[src/rtl/systolic_pkg.sv]
// systolic_pkg
//   Shared definitions for the systolic-array output path.
//   - *_DEF localparams : default tile geometry and element widths
//   - drain_state_t     : state type of the drain FSM
//   - row_w()           : width of a row index (at least 1 bit)
package systolic_pkg;

  localparam int ROWS_DEF = 4;
  localparam int COLS_DEF = 4;
  localparam int ACCW_DEF = 32;
  localparam int OW_DEF   = 8;

  typedef enum logic {
    ST_IDLE  = 1'b0,
    ST_DRAIN = 1'b1
  } drain_state_t;

  function automatic int row_w(input int rows);
    return (rows > 1) ? $clog2(rows) : 1;
  endfunction

endpackage

[src/rtl/requant_unit.sv]
// requant_unit
//   Combinational requantisation of one signed accumulator to OW bits.
//   Ports:
//     acc       in  ACCW  signed accumulator
//     shift_amt in  5     arithmetic right shift (0 = pass-through)
//     relu_en   in  1     force negative inputs to zero first
//     q         out OW    saturated, rounded, shifted result
//     sat       out 1     result was clipped to the OW range
//   All arithmetic is done in ACCW+1 bits so the rounding add cannot wrap.
module requant_unit #(
  parameter int ACCW = 32,
  parameter int OW   = 8
) (
  input  logic [ACCW-1:0] acc,
  input  logic [4:0]      shift_amt,
  input  logic            relu_en,
  output logic [OW-1:0]   q,
  output logic            sat
);

  localparam logic signed [ACCW:0] MAX_V =
    $signed({{(ACCW-OW+2){1'b0}}, {(OW-1){1'b1}}});
  localparam logic signed [ACCW:0] MIN_V =
    $signed({{(ACCW-OW+2){1'b1}}, {(OW-1){1'b0}}});
  localparam logic signed [ACCW:0] ONE = (ACCW+1)'(1);

  logic signed [ACCW:0] v;
  logic signed [ACCW:0] rnd;
  logic signed [ACCW:0] sum;
  logic signed [ACCW:0] sh;

  always_comb begin
    v = $signed({acc[ACCW-1], acc});
    if (relu_en && (v < 0)) v = '0;

    // Round half up: add half an output LSB before truncating.
    rnd = '0;
    if (shift_amt != 5'd0) rnd = ONE << (shift_amt - 5'd1);
    sum = v + rnd;
    sh  = sum >>> shift_amt;

    sat = 1'b0;
    q   = sh[OW-1:0];
    if (sh > MAX_V) begin
      q   = MAX_V[OW-1:0];
      sat = 1'b1;
    end else if (sh < MIN_V) begin
      q   = MIN_V[OW-1:0];
      sat = 1'b1;
    end
  end

endmodule

[src/rtl/systolic_requant_drain.sv]
// systolic_requant_drain
//   Captures a finished ROWSxCOLS accumulator tile and drains it one
//   requantised row per beat.
//   Ports:
//     clk, rst              clock, asynchronous active-high reset
//     tile_valid/tile_ready tile capture handshake
//     tile_data             ROWS*COLS*ACCW signed accumulators, (r,c) at (r*COLS+c)*ACCW
//     shift_amt, relu_en    requant controls, latched with the tile
//     out_valid/out_ready   row beat handshake
//     out_data              COLS*OW requantised row, column c at c*OW
//     out_row, out_last     row index of the beat, beat is the last row
//     sat_flag              some column of this beat saturated
//     drop_err              sticky: a tile arrived while the buffer was busy
//     state_dbg             current FSM state
//
// Handshake rule (both channels): a transfer happens on a rising edge where
// valid and ready are both high; valid never depends on ready, and the beat
// payload stays stable while valid is high and ready is low. tile_ready does
// look at out_ready so a new tile can be taken on the final beat's handshake.
module systolic_requant_drain
  import systolic_pkg::*;
#(
  parameter int ROWS = ROWS_DEF,
  parameter int COLS = COLS_DEF,
  parameter int ACCW = ACCW_DEF,
  parameter int OW   = OW_DEF,
  localparam int RW  = row_w(ROWS)
) (
  input  logic                     clk,
  input  logic                     rst,
  input  logic                     tile_valid,
  input  logic [ROWS*COLS*ACCW-1:0] tile_data,
  input  logic [4:0]               shift_amt,
  input  logic                     relu_en,
  output logic                     tile_ready,
  output logic                     out_valid,
  input  logic                     out_ready,
  output logic [COLS*OW-1:0]       out_data,
  output logic [RW-1:0]            out_row,
  output logic                     out_last,
  output logic                     sat_flag,
  output logic                     drop_err,
  output drain_state_t             state_dbg
);

  localparam logic [RW-1:0] LAST_ROW = RW'(ROWS - 1);

  drain_state_t    state_q;
  logic [RW-1:0]   row_q;
  logic            out_valid_q;
  logic            drop_q;
  logic [4:0]      shift_q;
  logic            relu_q;
  logic [ACCW-1:0] buf_q [ROWS][COLS];

  logic            at_last;
  logic            last_accept;
  logic            capture;
  logic [COLS-1:0] sat_vec;

  assign at_last     = (row_q == LAST_ROW);
  assign last_accept = out_valid_q & out_ready & at_last;
  assign tile_ready  = (state_q == ST_IDLE) | last_accept;
  assign capture     = tile_valid & tile_ready;

  always_ff @(posedge clk or posedge rst) begin
    if (rst) begin
      state_q     <= ST_IDLE;
      row_q       <= '0;
      out_valid_q <= 1'b0;
      drop_q      <= 1'b0;
      shift_q     <= '0;
      relu_q      <= 1'b0;
      for (int r = 0; r < ROWS; r++)
        for (int c = 0; c < COLS; c++)
          buf_q[r][c] <= '0;
    end else begin
      if (tile_valid && !tile_ready) drop_q <= 1'b1;

      if (capture) begin
        for (int r = 0; r < ROWS; r++)
          for (int c = 0; c < COLS; c++)
            buf_q[r][c] <= tile_data[(r*COLS+c)*ACCW +: ACCW];
        shift_q <= shift_amt;
        relu_q  <= relu_en;
      end

      case (state_q)
        ST_IDLE: begin
          if (capture) begin
            state_q     <= ST_DRAIN;
            row_q       <= '0;
            out_valid_q <= 1'b1;
          end
        end
        ST_DRAIN: begin
          if (out_valid_q && out_ready) begin
            if (at_last) begin
              row_q <= '0;
              // A tile offered on the final handshake keeps the drain going.
              if (!capture) begin
                state_q     <= ST_IDLE;
                out_valid_q <= 1'b0;
              end
            end else begin
              row_q <= row_q + RW'(1);
            end
          end
        end
        default: begin
          state_q     <= ST_IDLE;
          out_valid_q <= 1'b0;
        end
      endcase
    end
  end

  // The beat payload is a function of the capture buffer, the latched
  // controls and the row counter only, so it cannot glitch with out_ready.
  for (genvar c = 0; c < COLS; c++) begin : g_col
    requant_unit #(
      .ACCW(ACCW),
      .OW  (OW)
    ) u_rq (
      .acc      (buf_q[row_q][c]),
      .shift_amt(shift_q),
      .relu_en  (relu_q),
      .q        (out_data[c*OW +: OW]),
      .sat      (sat_vec[c])
    );
  end

  assign out_valid = out_valid_q;
  assign out_row   = row_q;
  assign out_last  = out_valid_q & at_last;
  assign sat_flag  = |sat_vec;
  assign drop_err  = drop_q;
  assign state_dbg = state_q;

endmodule
[config.mk]
export PLATFORM = sky130hd
export DESIGN_NAME = systolic_requant_drain
export DESIGN_NICKNAME = d
export VERILOG_FILES = /design/src/rtl/systolic_pkg.sv /design/src/rtl/requant_unit.sv /design/src/rtl/systolic_requant_drain.sv
export SDC_FILE = /design/constraint.sdc
export NUM_CORES = 2
export LEC_CHECK = 0
export ABC_AREA = 1
export ABC_CLOCK_PERIOD_IN_PS = 17250
export BUFFER_PORTS_ARGS = -buffer_cell sky130_fd_sc_hd__buf_2
export CAP_MARGIN = 20
export CORE_UTILIZATION = 61
export DETAILED_ROUTE_END_ITERATION = 10
export PLACE_DENSITY = 0.83
export SLEW_MARGIN = 5
export SYNTH_ARGS = -nofsm -noshare
export SYNTH_HDL_FRONTEND = slang
export SYNTH_HIERARCHICAL = 1
export SYNTH_SLANG_ARGS = --single-unit
[constraint.sdc]
create_clock -name clk -period 17.25 [get_ports clk]
set_input_delay 0.8625 -clock clk [delete_from_list [all_inputs] [get_ports clk]]
set_output_delay 0.8625 -clock clk [all_outputs]
set_load 0.05 [all_outputs]
## Word level (Yosys, flattened, before mapping)

Index checks and enable logic that the tools add are counted.

| cells by class | value |
|---|---|
| $add $sub $neg | 6 |
| $lt $le $gt $ge | 13 |
| equality and inequality tests | 5 |
| shift operators | 5 |
| multiplexer cells | 37 |
| bitwise logic cells | 7 |
| reduce and logical (&&, ||, !) cells | 11 |

Operator list:

| operator | number |
|---|---|
| $bmux W128 S2 | 1 |
| $mux W128 | 2 |
| $mux W33 | 5 |
| $add A33 B33 Y33 | 4 |
| $gt A33 B8 Y1 const B | 4 |
| $lt A33 B8 Y1 const B | 4 |
| $sshr A33 B5 Y33 | 4 |
| $lt A32 B1 Y1 const B | 4 |
| $mux W8 | 8 |
| $shl A1 B5 Y33 const A | 1 |
| $mux W1 | 15 |
| $logic_and A1 B1 Y1 | 6 |
| $mux W2 | 3 |
| $reduce_bool A5 Y1 | 1 |
| $sub A5 B1 Y5 const B | 1 |
| $and A1 B1 Y1 | 4 |
| $ne A2 B1 Y1 const B | 2 |
| $ne A2 B2 Y1 const B | 2 |
| $pmux W1 S2 | 2 |
| $pmux W2 S2 | 1 |
| $reduce_and A4 Y1 | 1 |
| $reduce_or A4 Y1 | 1 |
| $ge A3 B3 Y1 const B | 1 |
| $not A2 Y3 | 1 |
| other kinds (6) | 6 |

| word-level totals | value |
|---|---|
| bits in registers | 523 |
| bits of input ports | 522 |

## Longest topological paths before layout

| depth | value |
|---|---|
| depth after elaboration | 13 |
| depth in mapped cells | 42 |

## By module

The synthesis kept the hierarchy.

By module, submodules not included:

| module | instances | cells each | area each (um^2) | seq. area each (um^2) |
|---|---|---|---|---|
| systolic_requant_drain | 1 | 3129 | 24676.2 | 13087.6 |
| requant_unit at g_col[1].u_rq ... | 2 | 1216 | 5714.2 | 0.0 |
| requant_unit at g_col[3].u_rq | 1 | 1234 | 5799.3 | 0.0 |
| requant_unit at g_col[0].u_rq | 1 | 1215 | 5704.2 | 0.0 |

## Least setup slack after synthesis

OpenSTA, ideal clock, no wires.

| timing | value |
|---|---|
| kind | register -> output |
| start | register row_q[1], in the netlist out_row[1] |
| end | output sat_flag |
| arrival time | 4.819 ns |
| path slack | 11.569 ns |
| cell stages (with the launch flop) | 39 |
| path buffers | 5 |
| path through | dfrtp_1 -> buf_2 -> clkbuf_1 -> clkbuf_1 -> nor2_1 -> o21ai_0 -> nand2_1 -> nand2_1 -> inv_1 -> clkbuf_1 -> nor2_1 -> ha_1 -> inv_1 -> fa_1 -> inv_1 -> nand3_1 -> nand2_2 -> nand2_1 -> [3 not listed] -> nand2_2 -> nand2_2 -> nand2_4 -> nand2_8 -> inv_6 -> nand2_2 -> buf_6 -> nand3_1 -> nand2_1 -> nand2_1 -> nor2_1 -> nand2_1 -> nor2_2 -> nand3_2 -> nand2_4 -> nand2_1 -> nor2_1 -> nand2_1 |

| between the ends | value |
|---|---|
| longest elaborated chain between the ends | 13 |
| elaborated cells on any way between the ends | 41 |
| those cells by class | add/sub (4); order compare (12); shift (4); mux (15); bitwise (1); reduce/logical (5) |

Ends and longest elaborated chain:

| element | RTL line | RTL |
|---|---|---|
| start: declaration | systolic_requant_drain.sv:49 | `logic [RW-1:0] row_q;` |
| start signal: assignment | systolic_requant_drain.sv:106 | `row_q <= row_q + RW'(1);` |
| $not A2 Y3 (implied by the code) * | systolic_requant_drain.sv:125 | `.acc (buf_q[row_q][c]),` |
| $bmux W128 S2 * | systolic_requant_drain.sv:125 |  |
| $mux W128 (implied by the code) * (2 in a row) | systolic_requant_drain.sv:125 |  |
| $lt A32 B1 Y1 | requant_unit.sv:34 | `if (relu_en && (v < 0)) v = '0;` |
| $logic_and A1 B1 Y1 | requant_unit.sv:34 |  |
| $mux W33 * | requant_unit.sv:34 |  |
| $add A33 B33 Y33 * | requant_unit.sv:39 | `sum = v + rnd;` |
| $sshr A33 B5 Y33 * | requant_unit.sv:40 | `sh = sum >>> shift_amt;` |
| $lt A33 B8 Y1 | requant_unit.sv:47 | `end else if (sh < MIN_V) begin` |
| $mux W1 | requant_unit.sv:47 |  |
| $mux W1 * | requant_unit.sv:44 | `if (sh > MAX_V) begin` |
| named net sat_vec[1] | systolic_requant_drain.sv:59 | `logic [COLS-1:0] sat_vec;` |
| $reduce_or A4 Y1 * | systolic_requant_drain.sv:136 | `assign sat_flag = \|sat_vec;` |
| end: declaration | systolic_requant_drain.sv:41 | `output logic sat_flag,` |

The timed path passes the listed nets; every way through them passes the cells marked *. The select of a mux whose other input is x is not followed.

## Final worst setup path

Same ends and word-level chain as after synthesis.

==> results.cfg <==
[sta]
clock_skew_ns = 0.0669
slew_headroom_pct = 20.5
tightest_slew_ns = 1.19
fmax_mhz = 124
hold_violations = 0
setup_viol = 0
fin_hold_ws_ns = 0.293
rsz0062_at_grt = false
drv_slew = 0
fin_setup_tns_ns = 0
post-route-period-util_pct = 46.7
period_minus_slack_ns = 8.06

[floorplan]
core_sq_mm = 0.0773
start_util_pct = 61.6
die_w_um = 281
die-area_sq_mm = 0.0792
die_h_um = 281
io-pin-count = 562
fp-row-count = 102

[critical_path]
cpMostUsedCell = nand2_1
path_max_fanout = 79
arrival_ns = 7.20
critPathRequiredTime_ns = 16.39
end_kind = output port
critPathMaxStageDelay_ns = 0.92
worst-setup-path-type = reg -> out
cp-start-kind = flop
cp_slowest_cell = dfrtp_4

[clock_network]
cts_setup_buffers = 0
cts_resized = 0
cts.htree.levels = 2
tritoncts = built
cts_buffers = 57
cts_sinks = 523
clk_pin_slew_ns = 0.06
clk_latency_ns = 0.67
holdBufCountCts = 0
ctsLongestPathBuffers = 3
clockRootBuffer = clkbuf_16

[synthesis]
ys_warn_count = 6
synth_compound_area_share_pct = 5.61
synth_cells = 8010
synth-xor-area-share_pct = 0.699
avgSynthCellArea_sq_um = 5.94
synth-simple-area-share_pct = 51.8
netlist_area_sq_mm = 0.0476
ys_ff_latch = 523
yosys.area_share.adder_pct = 3.56
synth_cell_type_count = 53
muxShareOfSynthArea_pct = 0.0841
synth_edf_count = 0
synth_top_family_by_area = simple AND/OR/NAND/NOR gates
ys_seq_area_share_pct = 27.5
syn_nets = 8665
synth_ff_type = dfrtp_1
synthArstFlopShare_pct = 100

[layout]
final_common_cell = nand2_1
most-common-layout-cells = nand2_1, nand3_1, inv_1
fin_nets = 8903
drive_gt1_share_pct = 13.8
area_delta_synth_final_pct = 9.89

[global_routing]
antenna_found_initial = 30
grt_pass1_vias = 50100
overflow = 0
track_usage_pct = 43.1
grt_pass1_wl_um = 269000
grt_max_degree = 223

[drt]
vias = 54500
drc = 0
wl_per_cell_um = 18.5
via_per_inst = 5.82
final_antenna_net_count = 0
drt_iter0_markers = 6605
drt-pass1-iter-count = 9
wirelength_um = 174000

[placement]
dp_hpwl_um = 131000
io_buffers = 561
gp_congestion = 1.03

[pwr]
ir_drop_mv = 0.147
power_density_mw_per_mm2 = 237
power_leakage_nw = 29.9

[hold_path]
hold_class = in -> async

[status]
outcome = completed

[run]
maxCapViolCount = 0
## worst max-delay path, delay by kind of cell, from the launching register on
kind,cells,cell delay (ns)
simple gates,25,2.81
buf+inv,6,1.81
flops,1,0.92
fa+ha+maj,2,0.64
compound gates,1,0.19
## power by group
part	total, W	leakage (nW)	internal (W)	switching [W]
registers	0.00220	6.55	0.00179	0.000416
clock network	0.00130	0.986	0.000756	0.000547
logic	0.00887	22.3	0.00265	0.00622
## kinds of logic after synthesis
kind of cell | Yosys count
DFF | 523
and+or+nand+nor | 5603
muxes | 4
buffers and inverters | 1262
xor gates and xnor gates | 38
other | 4
AOI/OAI and AO/OA | 443
adders and majority gates | 133
## synth_stat cells, types with 19 or more instances
cell	number	area share, %
or2_2	135	1.8
nand2_2	106	1.4
o211ai_1	143	2.3
nand2_1	2906	23
nand3_2	79	1.7
xor2_1	23	0.42
clkbuf_1	176	1.4
nand2_4	20	0.47
o21ai_0	169	1.8
inv_2	20	0.16
nor2_2	34	0.45
buf_1	35	0.28
o21ai_1	19	0.20
clkinv_1	19	0.15
nand3_1	1501	16
a21oi_1	73	0.77
dfrtp_1	523	27
buf_2	202	2.1
ha_1	129	3.4
nor2_1	738	5.8
inv_1	786	6.2
nand4_1	26	0.34
## layout make-up
| cell class | instances | area (sq um) |
|---|---|---|
| multi-input cells | 6225 | 29400 |
| fillers | 7129 | 25000 |
| flip-flops and latches | 523 | 13100 |
| repair buffers | 612 | 3240 |
| inverters | 829 | 3150 |
| clock buffers | 78 | 1630 |
| well taps | 1040 | 1300 |
| clock inverters | 27 | 390 |
| diodes | 28 | 70.1 |
## metrics by stage
| step | instances | util (%) | power, W | worst slack (ns) | cell area, sq um |
|---|---|---|---|---|---|
| after floorplan | 8010 | - | 0.00854 | 1.78 | 47600 |
| after CTS | 9334 | 67.6 | 0.0122 | 9.38 | 52200 |
| after global placement | 9229 | 64.9 | 0.0107 | 10.12 | 50200 |
| after global routing | 9352 | 67.6 | 0.0134 | 8.77 | 52300 |
| final | 9362 | 67.6 | 0.0124 | 9.19 | 52300 |
| after detailed placement | 9229 | 64.9 | 0.0108 | 10.09 | 50200 |
## metal layers
layer  GRT usage, %  up-vias  routed length (um)  share of wire [%]
met5          0.855        -                 142              0.082
met1           56.6    24800               69500                 40
met3           8.97      534               18200                 10
li1               -    26000                   -                  -
met2           67.4     3129               76500                 44
met4           21.2       20                9330                5.4
## sequential cells by signal (all words and copies together), names as in the netlist
signal	cells
buf_q	512
shift_q	5
out_row	2
drop_err	1
out_valid	1
relu_q	1
state_dbg	1
## final timing paths
kind,from,endpoint,slack [ns],depth (start not counted)
min in group clk,tile_data[170],buf_q[330],0.42,3
worst min register to register,buf_q[200],buf_q[200],0.46,2
worst min-delay path,rst,drop_err,0.29,2
worst max register to register,out_row[0],buf_q[290],11.96,9
worst max-delay path,out_row[1],sat_flag,9.19,34
max in group asynchronous,rst,buf_q[412],13.89,5
Note: power is estimated with default switching activity, not from simulation.
